## config.mk

```make
export PLATFORM = sky130hd
export DESIGN_NAME = dcache_fill_ctrl
export DESIGN_NICKNAME = d
export VERILOG_FILES = /design/src/rtl/dcache_fill_ctrl.sv
export SDC_FILE = /design/constraint.sdc
export NUM_CORES = 1
export LEC_CHECK = 0
export ABC_CLOCK_PERIOD_IN_PS = 22200
export CAP_MARGIN = 0
export CELL_PAD_IN_SITES_DETAIL_PLACEMENT = 0
export CELL_PAD_IN_SITES_GLOBAL_PLACEMENT = 1
export CORE_MARGIN = 2
export CORE_UTILIZATION = 40
export DETAILED_ROUTE_END_ITERATION = 6
export PLACE_DENSITY_LB_ADDON = 0.1
export SETUP_SLACK_MARGIN = 0.4
export SLEW_MARGIN = 15
export SYNTH_ARGS = -nofsm -noshare
export SYNTH_HDL_FRONTEND = slang
export SYNTH_SLANG_ARGS = --single-unit
```

## constraint.sdc

```tcl
create_clock -name clock -period 22.2 [get_ports clock]
set_clock_uncertainty 0.1 [all_clocks]
set_input_delay 4.44 -clock clock [delete_from_list [all_inputs] [get_ports clock]]
set_output_delay 4.44 -clock clock [all_outputs]
set_load 0.05 [all_outputs]
```

## src/rtl/dcache_fill_ctrl.sv

```systemverilog
// Data-cache miss handler: MSHR table, BUS_LOAD issue, tagged response matching and cache fill.
// Build option DCACHE_FILL_BYPASS_EN adds byp_valid/byp_addr/byp_data early-wakeup outputs.
module dcache_fill_ctrl #(
  parameter int NUM_MSHR = 4,
  parameter int IDX_W    = 5,
  parameter int TAG_W    = 10
) (
  input  logic             clock,
  input  logic             reset,
  input  logic             miss_valid,
  input  logic [63:0]      miss_addr,
  output logic             miss_ready,
  input  logic             mem_grant,
  output logic [1:0]       mem_cmd,
  output logic [63:0]      mem_addr,
  input  logic [3:0]       mem_response,
  input  logic [3:0]       mem_tag,
  input  logic [63:0]      mem_data,
  output logic             fill_en,
  output logic [IDX_W-1:0] fill_idx,
  output logic [TAG_W-1:0] fill_tag,
  output logic [63:0]      fill_data,
`ifdef DCACHE_FILL_BYPASS_EN
  output logic             byp_valid,
  output logic [63:0]      byp_addr,
  output logic [63:0]      byp_data,
`endif
  output logic             mshr_full
);

  localparam int IW = (NUM_MSHR > 1) ? $clog2(NUM_MSHR) : 1;
  localparam logic [1:0] BUS_NONE = 2'b00;
  localparam logic [1:0] BUS_LOAD = 2'b01;

  typedef enum logic [1:0] {
    ENT_FREE       = 2'd0,
    ENT_WAIT_ISSUE = 2'd1,
    ENT_WAIT_DATA  = 2'd2
  } ent_state_e;

  ent_state_e       st_q   [NUM_MSHR];
  ent_state_e       st_d   [NUM_MSHR];
  logic [60:0]      blk_q  [NUM_MSHR];
  logic [60:0]      blk_d  [NUM_MSHR];
  logic [3:0]       ttag_q [NUM_MSHR];
  logic [3:0]       ttag_d [NUM_MSHR];

  logic             fill_en_q, fill_en_d;
  logic [IDX_W-1:0] fill_idx_q, fill_idx_d;
  logic [TAG_W-1:0] fill_tag_q, fill_tag_d;
  logic [63:0]      fill_data_q, fill_data_d;
  logic [60:0]      fill_blk_q, fill_blk_d;
  logic             mshr_full_q, mshr_full_d;

  logic [60:0]      miss_blk;
  logic [2:0]       miss_lo_unused;
  logic             merge_hit, free_found, iss_found, rsp_found;
  logic             do_alloc, do_issue;
  logic [IW-1:0]    alloc_idx, iss_idx, rsp_idx;

  assign miss_blk       = miss_addr[63:3];
  assign miss_lo_unused = miss_addr[2:0];

  // Table scan: merge detection, lowest FREE slot, lowest WAIT_ISSUE slot, tag match.
  always_comb begin
    merge_hit  = fill_en_q && (fill_blk_q == miss_blk);
    free_found = 1'b0;
    alloc_idx  = '0;
    iss_found  = 1'b0;
    iss_idx    = '0;
    rsp_found  = 1'b0;
    rsp_idx    = '0;
    for (int i = 0; i < NUM_MSHR; i++) begin
      if ((st_q[i] != ENT_FREE) && (blk_q[i] == miss_blk)) merge_hit = 1'b1;
      if (!free_found && (st_q[i] == ENT_FREE)) begin
        free_found = 1'b1;
        alloc_idx  = IW'(i);
      end
      if (!iss_found && (st_q[i] == ENT_WAIT_ISSUE)) begin
        iss_found = 1'b1;
        iss_idx   = IW'(i);
      end
      if (!rsp_found && (mem_tag != 4'd0) && (st_q[i] == ENT_WAIT_DATA) &&
          (ttag_q[i] == mem_tag)) begin
        rsp_found = 1'b1;
        rsp_idx   = IW'(i);
      end
    end
  end

  // Miss handshake: a miss is taken (allocated or merged) in any cycle with
  // miss_valid && miss_ready; miss_ready never depends on miss_valid.
  assign miss_ready = merge_hit | free_found;
  assign do_alloc   = miss_valid & ~merge_hit & free_found;
  assign mem_cmd    = iss_found ? BUS_LOAD : BUS_NONE;
  assign mem_addr   = iss_found ? {blk_q[iss_idx], 3'b000} : 64'd0;
  assign do_issue   = iss_found & mem_grant & (mem_response != 4'd0);

  // Issue, response and allocation always touch three different entries.
  always_comb begin
    for (int i = 0; i < NUM_MSHR; i++) begin
      st_d[i]   = st_q[i];
      blk_d[i]  = blk_q[i];
      ttag_d[i] = ttag_q[i];
    end
    fill_en_d   = rsp_found;
    fill_idx_d  = fill_idx_q;
    fill_tag_d  = fill_tag_q;
    fill_data_d = fill_data_q;
    fill_blk_d  = fill_blk_q;
    if (do_issue) begin
      st_d[iss_idx]   = ENT_WAIT_DATA;
      ttag_d[iss_idx] = mem_response;
    end
    if (rsp_found) begin
      st_d[rsp_idx] = ENT_FREE;
      fill_idx_d    = blk_q[rsp_idx][IDX_W-1:0];
      fill_tag_d    = blk_q[rsp_idx][TAG_W+IDX_W-1:IDX_W];
      fill_data_d   = mem_data;
      fill_blk_d    = blk_q[rsp_idx];
    end
    if (do_alloc) begin
      st_d[alloc_idx]  = ENT_WAIT_ISSUE;
      blk_d[alloc_idx] = miss_blk;
    end
    mshr_full_d = 1'b1;
    for (int i = 0; i < NUM_MSHR; i++) begin
      if (st_d[i] == ENT_FREE) mshr_full_d = 1'b0;
    end
  end

  always_ff @(posedge clock or posedge reset) begin
    if (reset) begin
      for (int i = 0; i < NUM_MSHR; i++) begin
        st_q[i]   <= ENT_FREE;
        blk_q[i]  <= '0;
        ttag_q[i] <= '0;
      end
      fill_en_q   <= 1'b0;
      fill_idx_q  <= '0;
      fill_tag_q  <= '0;
      fill_data_q <= '0;
      fill_blk_q  <= '0;
      mshr_full_q <= 1'b0;
    end else begin
      for (int i = 0; i < NUM_MSHR; i++) begin
        st_q[i]   <= st_d[i];
        blk_q[i]  <= blk_d[i];
        ttag_q[i] <= ttag_d[i];
      end
      fill_en_q   <= fill_en_d;
      fill_idx_q  <= fill_idx_d;
      fill_tag_q  <= fill_tag_d;
      fill_data_q <= fill_data_d;
      fill_blk_q  <= fill_blk_d;
      mshr_full_q <= mshr_full_d;
    end
  end

  assign fill_en   = fill_en_q;
  assign fill_idx  = fill_idx_q;
  assign fill_tag  = fill_tag_q;
  assign fill_data = fill_data_q;
  assign mshr_full = mshr_full_q;

`ifdef DCACHE_FILL_BYPASS_EN
  assign byp_valid = rsp_found;
  assign byp_addr  = rsp_found ? {blk_q[rsp_idx], 3'b000} : 64'd0;
  assign byp_data  = mem_data;
`endif

endmodule

```

==> impl_results.md <==
- Status: complete, but fails checks
- Failing checks: DRC
- Fin. max-slew vios: 0
- Setup crit end kind: output port
- Mean Syn Cell Area: 9.785 um^2
- Post-CTS resize count: 0
- Worst Tran Pin Value: 1.107 ns
- Setup TNS: 0 ns
- Crit-path max cell delay: 0.95 ns
- FILL cells: 5,029
- Top FF cell, synth: dfrtp_1
- Site row count: 85
- Total power: 5.287 mW
- Gp weighted congestion: 1.014
- Pre-CTS setup slack: 8.871 ns
- Final Hold Viols: 0
- EDFF count, synth: 0
- Layout cells sized above 1: 14.22%
- All-Layer GR Usage: 32.69%
- Placed cell count: 3,038
- VDD IR max: 121.3 uV
- Synth top area cells: dfrtp_1 45%, mux2_2 8.7%, nand2_1 6.7%
- Clock latency on the worst-skew pair: 0.59 ns
- Seq cells post-synth: 395
- Clock transition at the registers of the reported paths: 0.06 ns
- Finished Cell Area: 26,550 um^2
- Final HPWL DP: 65,330 um
- Pwr Density: 199.1 nW/um^2
- Clk sinks: 395
- Ys async rst share: 100.0%
- Required time worst endpoint: 17.66 ns
- Ports: 288
- Initial DRC count: 2,320
- Sequential area share after synthesis: 45.18%
- Mapped Cells: 2,236
- Root buffer cell: clkbuf_16
- Gr ovfl total: 0
- CP max stage cell: nor4_1
- Post-synth cell types: 60
- First-pass GRT wire length: 133,900 um
- Setup bufs post-CTS: 0
- Initial antenna violation count: 4
- Number of port buffers: 280
- Yosys warnings: 0
- CP Buf/Inv Count: 2
- CTS tree: yes
- MaxCap Viol Count: 0
- Die area: 56,590 um^2
- Leakage power: 11.39 nW
- Placed cell areas: 24,950 um^2
- DR vias: 18,830
- Residual DRC: 4
- Hold-fix buffers at CTS: 0
- Clock Path Buffers: 3
- Post-route setup slack: 8.798 ns
- Share of the synthesized area in the top cell type: 45.18%
- CP Max Fanout: 10
- Min Tclk post-route: 13.40 ns
- Final WL: 93,390 um
- CP Cell Sequence: clkdlybuf4s50_1 > xnor2_1 > nand4_1 > nor4_1 > nand4_1 > or4_4 > nand4b_1 > clkdlybuf4s50_1
- R2r setup slk: 17.20 ns
- Worst hold-check path type: register to register
- H-Tree Depth: 2
- Fin crit share: 60.37%
- Total core area: 53,920 um^2
- Fmax: 74.61 MHz
- Non-Filler Instances: 3,123
- WS Path Type: input pin to output port
- Vias per inst: 6.029
- Yosys top cell by area: dfrtp_1
- Avg WL per Cell: 29.90 um
- Number of CTS-inserted buffers: 47
- Startpoint Class: input pin
- RSZ-0062 raised after global routing: no
- Drt pass-1 iters: 7
- Largest net degree at the start of global routing: 138
- Crit path DAT: 8.86 ns
- Area delta synth->final: 21.36%
- Synthesized area: 21,880 um^2
- Setup violators final: 0
- Slew headroom: 26.03%
- Cell family with most CP delay: simple AND/OR/NAND/NOR gates
- Vias in the first global route: 17,963
- Chip height: 237.9 um
- Antenna Nets Post-Route: 0
- Initial Util: 40.58%
- NumNets Final: 2,531
- Die Wd: 237.9 um
-- flip-flops by register name, indices dropped and copies added (netlist names) --
| register | cells |
|---|---|
| fill_data | 64 |
| st_q | 8 |
| mshr_full | 1 |
| blk_q | 244 |
| fill_tag | 9 |
| fill_blk_q | 48 |
| ttag_q | 16 |
| fill_en | 1 |
| fill_idx | 4 |
-- where the power goes --
| part | switching [mW] | internal (mW) |
|---|---|---|
| combinational | 1.95 | 1.03 |
| clock | 0.323 | 0.486 |
| sequential | 0.414 | 1.08 |
-- through the flow --
| stage | utilization, % | hold WS (ns) |
|---|---|---|
| final | 49.25 | 0.3612 |
| after global routing | 49.24 | 0.3854 |
| after CTS | 49.24 | 0.3680 |
| after detailed placement | 46.28 | 0.3547 |
| after global placement | 46.28 | 0.3497 |
| after floorplan | - | 0.3951 |
-- final timing paths --
kind,start,to,cells past startpoint
setup / recovery,miss_addr[24],miss_ready,8
hold / removal,fill_data[43]$_DFFE_PP0N_,fill_data[43]$_DFFE_PP0N_,2
setup reg to reg,blk_q[70]$_DFFE_PP0P_,blk_q[44]$_DFFE_PP0P_,9
hold reg to reg,fill_data[43]$_DFFE_PP0N_,fill_data[43]$_DFFE_PP0N_,2
max in group asynchronous,reset,blk_q[89]$_DFFE_PP0P_,4
min in group asynchronous,reset,fill_tag[3]$_DFFE_PP0N_,2
-- logic make-up after synthesis --
logic type	Yosys count	synth area share (%)
flops	395	45.18
buf+inv	296	5.856
xor+xnor	237	9.487
simple gates	683	13.62
other cells	1	0.01714
mux	255	13.72
compound gates	369	12.12
-- per-layer routing --
layer | vias up | GRT usage [%] | share of wire [%]
met4 | 4 | 13.23 | 4.4
met2 | 963 | 50.82 | 45
met1 | 9577 | 45.58 | 42
li1 | 8133 | - | -
met3 | 153 | 5.241 | 8.3
met5 | - | 0 | 0.019
-- worst min-delay path, delay by kind of cell (launching register included) --
family | cells | cell delay [ns]
flops | 1 | 0.34
simple gates | 2 | 0.10
-- layout by cell type, fill, tap and decap left out, types with 6 or more instances in the layout --
cell and n:
xnor2_1 143, nand3_1 12, nand2_1 387, nor2b_1 12, nor3_1 9, nor2_1 126
o21ai_0 28, nand4_1 48, a21oi_1 68, a31oi_1 48, clkinv_2 9, dfrtp_1 395
o21ai_1 16, a222oi_1 53, mux2_1 6, mux2_2 169, clkbuf_1 8, mux2i_1 34
buf_4 29, inv_1 88, o2111ai_1 6, clkdlybuf4s50_1 280, clkbuf_8 15, mux2_4 46
nor4_1 40, xor2_1 94, a221oi_1 64, clkbuf_16 49, nand2b_1 22, o22ai_1 42
a22oi_1 14
-- area by class of cell --
class                           instances  area (um^2)  share of cell area [%]
Antenna cell                            1        2.502                0.009424
Clock buffer                           72         1463                   5.508
Clock inverter                         12        135.1                  0.5089
Inverter                               90        347.8                   1.310
Multi-Input combinational cell       1548        10830                   40.79
Sequential cell                       395         9884                   37.22
Tap cell                              696        870.8                   3.279
Timing Repair Buffer                  309         3020                   11.37
-- synth_stat cells (2+ instances only) --
cell / n
nor3_1: 9
a22o_1: 5
nor2_1: 128
a222oi_1: 53
buf_1: 5
xnor2_1: 143
nand3_1: 12
and4_1: 2
and2_1: 3
mux2_4: 46
nor3b_1: 2
and3_1: 3
o21ai_0: 28
xor2_1: 94
o211ai_1: 4
o22ai_1: 42
a221oi_1: 64
or3_1: 3
nand2b_1: 23
clkbuf_1: 141
buf_2: 30
a21o_1: 2
buf_6: 6
o2111ai_1: 7
a21oi_1: 70
nor2b_1: 13
mux2_2: 169
o21ai_1: 16
a22oi_1: 14
nor4_1: 40
mux2_1: 6
nand4_1: 48
buf_4: 23
inv_1: 89
o2bb2ai_1: 3
nand2_1: 390
a31oi_1: 48
mux2i_1: 34
a2111o_1: 3
dfrtp_1: 395
Power figures use the tool's default switching activity.
